### config.mk
export PLATFORM = sky130hd
export DESIGN_NAME = uart_cmd_ctrl
export DESIGN_NICKNAME = d
export VERILOG_FILES = /design/src/rtl/uart_cmd_ctrl.sv
export SDC_FILE = /design/constraint.sdc
export NUM_CORES = 1
export LEC_CHECK = 0
export ABC_AREA = 1
export BUFFER_PORTS_ARGS = -buffer_cell sky130_fd_sc_hd__buf_4
export CAP_MARGIN = 20
export CELL_PAD_IN_SITES_DETAIL_PLACEMENT = 0
export CELL_PAD_IN_SITES_GLOBAL_PLACEMENT = 1
export CORE_ASPECT_RATIO = 1.5
export CORE_MARGIN = 5
export CORE_UTILIZATION = 46
export DETAILED_ROUTE_END_ITERATION = 6
export GPL_TIMING_DRIVEN = 0
export PLACE_DENSITY = 0.84
export SYNTH_ARGS = -nofsm -noshare
export SYNTH_HDL_FRONTEND = slang
export SYNTH_SLANG_ARGS = --single-unit
### constraint.sdc
create_clock -name clk -period 3 [get_ports clk]
set_input_delay 0.15 -clock clk [delete_from_list [all_inputs] [get_ports clk]]
set_output_delay 0.15 -clock clk [all_outputs]
set_load 0.02 [all_outputs]
### src/rtl/uart_cmd_ctrl.sv
// UART command decoder: turns 4-byte SYNC/ADDR/DATA/CHK frames into single-cycle
// register writes. Rejected or timed-out frames raise frame_err and bump err_count.
module uart_cmd_ctrl #(
  parameter logic [15:0] TIMEOUT_CYC = 16'd50000,
  parameter logic [7:0]  SYNC_BYTE   = 8'hA5
) (
  input  logic       clk,
  input  logic       reset,
  input  logic       rx_valid,
  input  logic [7:0] rx_byte,
  output logic       reg_wr,
  output logic [1:0] reg_addr,
  output logic [7:0] reg_wdata,
  output logic       frame_err,
  output logic       busy,
  output logic [7:0] err_count,
  output logic [1:0] dbg_state_o
);

  // Handshake: rx_valid is a one-cycle strobe with no backpressure; every strobe
  // is consumed in the cycle it appears, whatever state the decoder is in.
  localparam logic [1:0] IDLE     = 2'd0;
  localparam logic [1:0] GET_ADDR = 2'd1;
  localparam logic [1:0] GET_DATA = 2'd2;
  localparam logic [1:0] GET_CHK  = 2'd3;

  logic [1:0]  state_q, state_d;
  logic [15:0] cnt_q, cnt_d;
  logic [7:0]  addr_q, addr_d;
  logic [7:0]  data_q, data_d;
  logic        reg_wr_q, reg_wr_d;
  logic [1:0]  reg_addr_q, reg_addr_d;
  logic [7:0]  reg_wdata_q, reg_wdata_d;
  logic        frame_err_q, frame_err_d;
  logic        busy_q, busy_d;
  logic [7:0]  err_cnt_q, err_cnt_d;
  logic        timeout_hit;

  // An arriving byte always beats the timeout in the same cycle.
  assign timeout_hit = (state_q != IDLE) && !rx_valid && (cnt_q == TIMEOUT_CYC - 16'd1);

  always_comb begin
    state_d     = state_q;
    cnt_d       = cnt_q;
    addr_d      = addr_q;
    data_d      = data_q;
    reg_wr_d    = 1'b0;
    reg_addr_d  = reg_addr_q;
    reg_wdata_d = reg_wdata_q;
    frame_err_d = 1'b0;

    if (state_q == IDLE) begin
      cnt_d = 16'd0;
      if (rx_valid && (rx_byte == SYNC_BYTE)) begin
        state_d = GET_ADDR;
      end
    end else if (rx_valid) begin
      cnt_d = 16'd0;
      case (state_q)
        GET_ADDR: begin
          addr_d  = rx_byte;
          state_d = GET_DATA;
        end
        GET_DATA: begin
          data_d  = rx_byte;
          state_d = GET_CHK;
        end
        default: begin
          state_d = IDLE;
          if ((rx_byte == (addr_q ^ data_q)) && (addr_q[7:2] == 6'd0)) begin
            reg_wr_d    = 1'b1;
            reg_addr_d  = addr_q[1:0];
            reg_wdata_d = data_q;
          end else begin
            frame_err_d = 1'b1;
          end
        end
      endcase
    end else if (timeout_hit) begin
      state_d     = IDLE;
      cnt_d       = 16'd0;
      frame_err_d = 1'b1;
    end else begin
      cnt_d = cnt_q + 16'd1;
    end

    busy_d    = (state_d != IDLE);
    err_cnt_d = (frame_err_d && (err_cnt_q != 8'hFF)) ? err_cnt_q + 8'd1 : err_cnt_q;
  end

  always_ff @(posedge clk or negedge reset) begin
    if (!reset) begin
      state_q     <= IDLE;
      cnt_q       <= 16'd0;
      addr_q      <= 8'd0;
      data_q      <= 8'd0;
      reg_wr_q    <= 1'b0;
      reg_addr_q  <= 2'd0;
      reg_wdata_q <= 8'd0;
      frame_err_q <= 1'b0;
      busy_q      <= 1'b0;
      err_cnt_q   <= 8'd0;
    end else begin
      state_q     <= state_d;
      cnt_q       <= cnt_d;
      addr_q      <= addr_d;
      data_q      <= data_d;
      reg_wr_q    <= reg_wr_d;
      reg_addr_q  <= reg_addr_d;
      reg_wdata_q <= reg_wdata_d;
      frame_err_q <= frame_err_d;
      busy_q      <= busy_d;
      err_cnt_q   <= err_cnt_d;
    end
  end

  assign reg_wr      = reg_wr_q;
  assign reg_addr    = reg_addr_q;
  assign reg_wdata   = reg_wdata_q;
  assign frame_err   = frame_err_q;
  assign busy        = busy_q;
  assign err_count   = err_cnt_q;
  assign dbg_state_o = state_q;

endmodule
## Yosys cells after proc, flatten, opt, wreduce, memory -nomap -nowiden

Index checks and enable logic that the tools add are counted.

| cells by class | value |
|---|---|
| reduce and logical (&&, ||, !) cells | 14 |
| bitwise gates (word level) | 3 |
| add/sub/neg operators | 2 |
| eq/ne operators | 6 |
| muxes and demuxes | 17 |

Operators by type and width:

| cell | number |
|---|---|
| $mux W16 | 3 |
| $add A16 B1 Y16 const B | 1 |
| $eq A16 B16 Y1 const B | 1 |
| $mux W1 | 9 |
| $add A8 B1 Y8 const B | 1 |
| $eq A8 B8 Y1 | 1 |
| $eq A8 B8 Y1 const B | 1 |
| $mux W2 | 4 |
| $ne A8 B8 Y1 const B | 1 |
| $xor A8 B8 Y8 | 1 |
| $logic_not A6 Y1 | 1 |
| $reduce_and A3 Y1 | 2 |
| $logic_and A1 B1 Y1 | 5 |
| $pmux W2 S2 | 1 |
| $reduce_and A4 Y1 | 1 |
| $reduce_bool A2 Y1 | 2 |
| $eq A2 B1 Y1 const B | 1 |
| $eq A2 B2 Y1 const B | 1 |
| $logic_not A2 Y1 | 1 |
| $not A1 Y1 | 2 |
| $reduce_or A2 Y1 | 1 |
| $logic_not A1 Y1 | 1 |

| storage, ports and cells | value |
|---|---|
| bits in registers | 55 |
| output and inout port bits | 23 |
| bits of input ports | 11 |

## Depth between registers and ports, before layout

Gate-level depths: netlist (run 1).

| logic depth | value |
|---|---|
| depth in word-level cells | 8 |
| mapped depth | 13 |
| depth with buffers taken out | 13 |

## Worst setup path before layout (run 1)

OpenSTA, ideal clock, no wires.

| timing path | value |
|---|---|
| path kind | reg2reg |
| start | register state_q[0], in the netlist dbg_state_o[0] |
| end | register cnt_q[14] |
| cell stages (with the launch flop) | 10 |
| setup slack | 1147 ps |
| data arrival time | 1734 ps |
| period minus slack after synthesis | 1853 ps |
| buffers on the path | 0 |
| cell sequence | dfrtp_1 > inv_1 > ha_1 > inv_1 > nand2_1 > nor4_1 > nand3_1 > nand2_2 > inv_1 > and3_1 |

| between the ends | value |
|---|---|
| longest elaborated chain between the ends | 6 |
| elaborated cells between the ends (all ways) | 7 |
| those cells by class | mux: 3; reduce/logical: 4 |

Ends and longest elaborated chain:

| element | RTL line | source |
|---|---|---|
| from (decl) | 27 | `logic [1:0] state_q, state_d;` |
| from (signal assigned) | 104 | `state_q <= state_d;` |
| $reduce_bool A2 Y1 | 40 | `assign timeout_hit = (state_q != IDLE) && !rx_valid && (cnt_q == TIMEOUT_CYC - 16'd1);` |
| $logic_and A1 B1 Y1 (2 in a row) | 40 |  |
| $mux W16 | 79 | `end else if (timeout_hit) begin` |
| $mux W16 | 57 | `end else if (rx_valid) begin` |
| $mux W16 * | 52 | `if (state_q == IDLE) begin` |
| named net cnt_d[14] | 28 | `logic [15:0] cnt_q, cnt_d;` |
| to (signal assigned) | 105 | `cnt_q <= cnt_d;` |
| to (decl) | 28 |  |

The timed path passes the listed nets; every way through them passes the cells marked *.
A chain may end at the register's enable or synchronous reset.

## Worst setup path after layout (run 1)

Same ends and word-level chain as after synthesis.

==> flow_summary.json, run 1 <==
{
  "layout_commonest_cell": "nand2_1",
  "die_w_um": 74.4,
  "fp.coreArea_um2": 6090,
  "grt_use_met2_pct": 28.9,
  "crit_arrival_ps": 2270,
  "worstMarginPinSlew_ps": 719,
  "wirelength_um": 5980,
  "reg2reg_slack_ps": 930,
  "synth_cell_type_count": 29,
  "cts_buffers": 5,
  "cp.required_ps": 3200,
  "worstRegToRegCells": 9,
  "drv_slew": 0,
  "max_freq_ghz": 0.482,
  "clock_latency_ps": 300,
  "r2r_start": "dbg_state_o[0]",
  "crit_end": "cnt_q[14]",
  "rows": 35,
  "dieArea_um2": 7920,
  "fin_ws_ps": 926,
  "status": "completed",
  "area_growth_pct": 16.8,
  "die_y_um": 107,
  "met1_usage_pct": 18.8,
  "syn-num-nets": 374,
  "pin_count": 34,
  "power.leakage_nw": 1.67,
  "cts_resized": 0,
  "antenna_cells": 0,
  "clock_path_buffers": 2,
  "rsz0062_at_grt": "no",
  "dp_hpwl_um": 4510,
  "root_buffer": "clkbuf_8",
  "setup_tns_ps": 0,
  "fin_crit_sh_pct": 69.1,
  "antenna_found_initial": 0,
  "setup_viol": 0,
  "globalplace.congestion": 0.794,
  "drc": 0,
  "powerDensity_nw_per_um2": 610,
  "ys_ff_latch": 55,
  "maxSlewHeadroom_pct": 52.1,
  "nNetsFinal": 414,
  "cp_max_fo": 10,
  "post_cts_buffers": 0,
  "hold_path.class": "in -> reg",
  "holdWs_ps": 109,
  "crit_start": "dbg_state_o[0]",
  "routed_via_density": 5.00,
  "start_kind": "register",
  "grt.met3_usage_pct": 2.84,
  "htreeDepth": 2,
  "firstDrtPassIters": 4,
  "clkSinkCount": 55,
  "drtIter0Drc": 102,
  "hold_viol": 0,
  "fin_worst_skew_ps": 10.2,
  "pre_cts_slack_ps": 926,
  "worstSetupEndpointType": "register",
  "cts.clk_slew.worst_paths_ps": 100,
  "initial_core_util_pct": 47.0,
  "vias": 2362,
  "ir_worst_vdd_uv": 456,
  "cts_tree": "yes",
  "r2r-end": "cnt_q[14]",
  "netlist_instances": 357,
  "yosysWarnings": 0,
  "grt_max_degree": 56,
  "path_class": "reg -> reg",
  "synth_area_um2": 2860,
  "grt_pass1_vias": 2241,
  "grt_pass1_wl_um": 10100,
  "synth_area_per_cell_um2": 8.01,
  "seq_area_frac_synth_pct": 48.1,
  "numPortBuffers": 32,
  "grt_usage_pct": 16.1,
  "mostFrequentLayoutCells": "nand2_1, dfrtp_1, inv_1, nand3_1, buf_4",
  "drive_above_1_share_pct": 19.6,
  "busiest_layer": "met2",
  "maxCapViolCount": 0,
  "fin_crit_ps": 2070,
  "ant_nets": 0,
  "post_drt_wl_per_cell_um": 12.7,
  "grt-ovfl-total": 0
}
## layout make-up
type,count,area [um2]
buffer,6,38.8
clock buffer,5,68.8
clock inverter,3,67.6
fill,594,2750
inverter,52,195
multi-input combinational,244,1250
sequential,55,1380
tap,74,92.6
timing repair buffer,33,250
## power breakdown
part / switching [W] / internal [W] / leakage [nW]
clock: 0.000244 / 0.000333 / 0.0644
combinational: 0.000368 / 0.000197 / 0.839
sequential: 0.0000761 / 0.000820 / 0.765
total: 0.000688 / 0.00135 / 1.67
## critical path, stage by stage, from the launching register on
cell and delay, ps:
dfrtp_1 430, inv_1 100, ha_1 230, inv_1 150, nand2_1 110, nor4_1 180
nand3_1 160, nand2_2 220, inv_1 190, and3_1 210
## synthesized netlist by cell type
| cell | count | area (um2) |
|---|---|---|
| or2_4 | 1 | 8.76 |
| ha_1 | 6 | 75.1 |
| o21ai_2 | 10 | 87.6 |
| xor2_1 | 6 | 52.6 |
| nand2_2 | 13 | 81.3 |
| nor3_1 | 11 | 55.1 |
| and3_1 | 1 | 6.26 |
| o21ai_1 | 1 | 5.00 |
| clkbuf_1 | 3 | 11.3 |
| nor2_2 | 4 | 25.0 |
| o21ai_0 | 23 | 115 |
| inv_1 | 47 | 176 |
| nand2_1 | 97 | 364 |
| nand3_1 | 32 | 160 |
| o21bai_1 | 1 | 7.51 |
| nor4_1 | 2 | 12.5 |
| nor2_4 | 1 | 11.3 |
| a211oi_1 | 1 | 7.51 |
| nand3_2 | 1 | 10.0 |
| nor2_1 | 17 | 63.8 |
| xnor2_1 | 3 | 26.3 |
| buf_6 | 2 | 22.5 |
| a21oi_1 | 7 | 35.0 |
| inv_2 | 5 | 18.8 |
| dfrtp_1 | 55 | 1380 |
| a31oi_1 | 1 | 6.26 |
| buf_2 | 1 | 5.00 |
| nor3b_1 | 1 | 7.51 |
| nand4_1 | 4 | 25.0 |
## worst min-delay path by stage
stage	from	to	depth (start not counted)
2_1_floorplan	reset	addr_q[0]	0
3_3_place_gp	reset	dbg_state_o[0]	1
3_5_place_dp	reset	dbg_state_o[1]	1
4_1_cts	rx_valid	cnt_q[15]	2
5_1_grt	rx_valid	cnt_q[15]	2
6_report	rx_valid	cnt_q[15]	2
## cells by family (layout without fill, tap and decap cells)
logic type	count (synthesis)	after routing	share of synthesized area, %
buffers and inverters	58	99	8.18
adder cells (fa/ha/maj)	6	6	2.63
AO/OA/AOI/OAI	44	44	9.23
AND/OR/NAND/NOR	185	185	29.1
flip-flops	55	55	48.1
XOR/XNOR	9	9	2.76
## metrics by stage
step | total power, W | cells | area, um2 | util (%)
floorplan | 0.00129 | 357 | 2860 | -
global placement | 0.00146 | 463 | 3190 | 52.4
detailed placement | 0.00148 | 463 | 3190 | 52.4
CTS | 0.00206 | 472 | 3340 | 54.8
global route | 0.00218 | 472 | 3340 | 54.8
finish | 0.00204 | 472 | 3340 | 54.8
## sequential cells by signal (all words and copies together) (netlist names)
register / cells
data_q: 8
reg_wr: 1
addr_q: 8
err_count: 8
cnt_q: 16
reg_addr: 2
busy: 1
reg_wdata: 8
dbg_state_o: 2
frame_err: 1
## timing repair
action                                 CTS  global route
hold buffers                             1             0
endpoints found under the hold margin   55             0
setup endpoints to repair                0             0
## per-layer routing
metal	wire length [um]	up-vias	share of wire (%)
li1	-	1220	-
met4	93	0	1.6
met2	3170	32	53
met3	189	7	3.2
met5	0	-	0
met1	2530	1103	42
Power figures use the tool's default switching activity.
==> run 2: changes to the inputs <==
- ABC_AREA: 1 -> 0
- CORE_UTILIZATION: 46 -> 42
- PLACE_DENSITY: 0.84 -> 0.76
- clock period: 3 -> 1.8 ns (I/O delays scaled with it)
==> run 2 against run 1 <==
  * The flow now finishes with violations (setup timing)
  * Largest cell class is now multi-input combinational cells
  * Setup slack lost 1400 ps
  * Critical path type unchanged
  * Critical endpoint is now reg_wdata[6]
  * Cell area grew 2.6%
  * Maximum frequency shrank 9.7%
  * Global-route usage shrank 1.7 points
  * Clock-buffer cell count grew 2
  * Non-clock buffer count grew 14
==> flow_summary.json, run 2 <==
{
  "status": "finished, violations left",
  "violations": "setup timing",
  "firstDrtPassIters": 4,
  "fin_crit_sh_pct": 128,
  "crit_arrival_ps": 2490,
  "antenna_found_initial": 0,
  "dp.cells": 319,
  "fin_ws_ps": -497,
  "dp_hpwl_um": 3400,
  "area_growth_pct": 31.0,
  "power.leakage_nw": 1.61,
  "hold_path.class": "in -> reg",
  "antenna_cells": 0,
  "htreeDepth": 2,
  "cts.clk_slew.worst_paths_ps": 90,
  "worstMarginPinSlew_ps": 686,
  "drtIter0Drc": 93,
  "die_y_um": 107,
  "largest_reg_flops": 16,
  "path_class": "reg -> reg",
  "top_register": "cnt_q",
  "synth_top_area_share_pct": 52.6,
  "seq_power_share_pct": 42.7,
  "hold_viol": 0,
  "worstSetupEndpointType": "register",
  "drv_slew": 0,
  "cts_buffers": 5,
  "pwr-share-clk_pct": 19.0,
  "synth_area_um2": 2620,
  "synthTopCellsByCount": "dfrtp_1, mux2_2, nor2_1",
  "ff_latch_area_um2": 1380,
  "numPortBuffers": 33,
  "routed_via_density": 5.18,
  "layout_commonest_cell": "dfrtp_1",
  "stdcell_count": 344,
  "die_w_um": 74.4,
  "syn-num-nets": 229,
  "netlist_instances": 212,
  "seq_area_frac_synth_pct": 52.6,
  "fin_crit_ps": 2300,
  "multi_input_area_um2": 1390,
  "clock_path_buffers": 2,
  "yosysMostFrequentCell": "dfrtp_1",
  "grt_pass1_wl_um": 8910,
  "ir_worst_vdd_uv": 970,
  "fin_total_pwr_w": 0.00416,
  "drive_above_1_share_pct": 45.6,
  "setup_viol": 18,
  "start_kind": "register",
  "grt_usage_pct": 14.4,
  "clock_latency_ps": 300,
  "grt_pass1_vias": 1845,
  "netSwitchingFraction_pct": 32.0,
  "fp.coreArea_um2": 6090,
  "p_int_w": 0.00283,
  "rows": 35,
  "powerDensity_nw_per_um2": 1210,
  "cp.required_ps": 1990,
  "mostFrequentLayoutCells": "dfrtp_1, buf_4, mux2_2, nor2_1, xor2_1",
  "pin_count": 34,
  "clkSinkCount": 55,
  "yosysWarnings": 0,
  "maxCapViolCount": 0,
  "synth.largest_area_cell": "dfrtp_1",
  "ys_async_sr_fraction_pct": 100,
  "fin_worst_skew_ps": 7.00,
  "p_comb_share_pct": 38.3,
  "post_drt_wl_per_cell_um": 15.1,
  "ys_ff_latch": 55,
  "cp_max_fo": 5,
  "synth_edf_count": 0,
  "dieArea_um2": 7940,
  "vias": 1782,
  "synth_area_per_cell_um2": 12.3,
  "grt_max_degree": 56,
  "wirelength_um": 5200,
  "ant_nets": 0,
  "synth_cell_type_count": 35,
  "max_freq_ghz": 0.435,
  "drc": 0,
  "grt-ovfl-total": 0,
  "synth.area.top_cells": "dfrtp_1, mux2_2, xor2_1, nor2_1, ha_1",
  "globalplace.congestion": 0.738,
  "synthFlopType": "dfrtp_1",
  "setup_tns_ps": -6110,
  "rsz0062_at_grt": "yes",
  "maxSlewHeadroom_pct": 54.3,
  "initial_core_util_pct": 43.0,
  "p_switching_w": 0.00133,
  "final_util_pct": 56.3,
  "nNetsFinal": 286,
  "root_buffer": "clkbuf_8",
  "cts_tree": "yes",
  "fillers": 544
}
==> run 2: changes by cell type after synthesis, moves of 5 or more <==
| cell | change |
|---|---|
| nand3_1 | -22 |
| xor2_1 | +6 |
| mux2_2 | +30 |
| nor3_1 | -8 |
| nand2_1 | -82 |
| inv_2 | -5 |
| o21ai_2 | -10 |
| o21ai_0 | -20 |
| nor2_1 | +5 |
| inv_1 | -39 |
| nand2_2 | -13 |
==> run 2: path summary, 6_finish.rpt <==
kind | start | cells after the start | slack [ps] | to
max in group asynchronous | reset | 2 | 930 | dbg_state_o[1]
max reg2reg | addr_q[4] | 7 | -500 | reg_wdata[6]
min in group asynchronous | reset | 2 | 370 | frame_err
min reg2reg | reg_wdata[3] | 1 | 510 | reg_wdata[3]
max | addr_q[4] | 7 | -500 | reg_wdata[6]
min | rx_valid | 2 | 40 | cnt_q[2]
==> run 2: metrics by stage <==
| step | hold slack (ps) | instance area (um2) | worst slack [ps] |
|---|---|---|---|
| 5_1_grt | 38.8 | 3430 | -588 |
| 3_3_place_gp | 187 | 2980 | -520 |
| 6_report | 44.2 | 3430 | -497 |
| 2_1_floorplan | -206 | 2640 | -330 |
| 3_5_place_dp | 185 | 2980 | -536 |
| 4_1_cts | 32.3 | 3320 | -513 |
==> run 2: timing repair <==
item	4_1_cts	5_1_grt
endpoints found under the hold margin	55	0
gates resized for setup	26	21
buffers inserted	13	3
hold buffers	1	0
cloned	1	0
endpoints found under the setup margin	38	47
pin swaps	13	5
==> run 2: layout make-up <==
| class | count | area share [%] |
|---|---|---|
| Buffer | 3 | 0.694 |
| Clock buffer | 7 | 2.23 |
| Clock inverter | 1 | 0.877 |
| Inverter | 8 | 0.950 |
| Multi-Input combinational cell | 146 | 40.4 |
| Sequential cell | 55 | 40.3 |
| Tap cell | 74 | 2.70 |
| Timing Repair Buffer | 50 | 11.8 |
==> run 2: per-layer routing <==
| metal | wire, um | vias to the layer above | track usage [%] |
|---|---|---|---|
| met1 | 2270 | 882 | 19.4 |
| li1 | - | 866 | - |
| met3 | 205 | 8 | 3.38 |
| met4 | 99 | 0 | 4.96 |
| met2 | 2630 | 26 | 22.6 |
| met5 | 0 | - | 0 |
==> run 2: power by group through the flow <==
| stage | Combinational (W) | Sequential (W) | Clock (W) |
|---|---|---|---|
| after floorplan | 0.000754 | 0.00186 | 0 |
| after global placement | 0.00118 | 0.00180 | 0 |
| after detailed placement | 0.00120 | 0.00181 | 0 |
| after CTS | 0.00143 | 0.00178 | 0.000831 |
| after global routing | 0.00175 | 0.00183 | 0.000877 |
| final | 0.00159 | 0.00178 | 0.000793 |
==> run 2: kinds of logic (layout without fill, tap and decap cells) <==
family	after synthesis	after routing	share of synthesized area [%]
muxes	30	30	12.9
DFF	55	55	52.6
and+or+nand+nor	76	76	16.3
buffers and inverters	11	69	2.15
AOI/OAI and AO/OA	11	11	2.63
xor gates and xnor gates	23	23	10.5
adders and majority gates	6	6	2.87
==> run 2: worst max-delay path, cell delays in order (launching register included) <==
cell	delay [ps]
dfrtp_1	380
or4_4	550
nor3_4	150
nand3_2	110
nor4bb_4	290
and3_4	240
buf_6	140
mux2_2	330
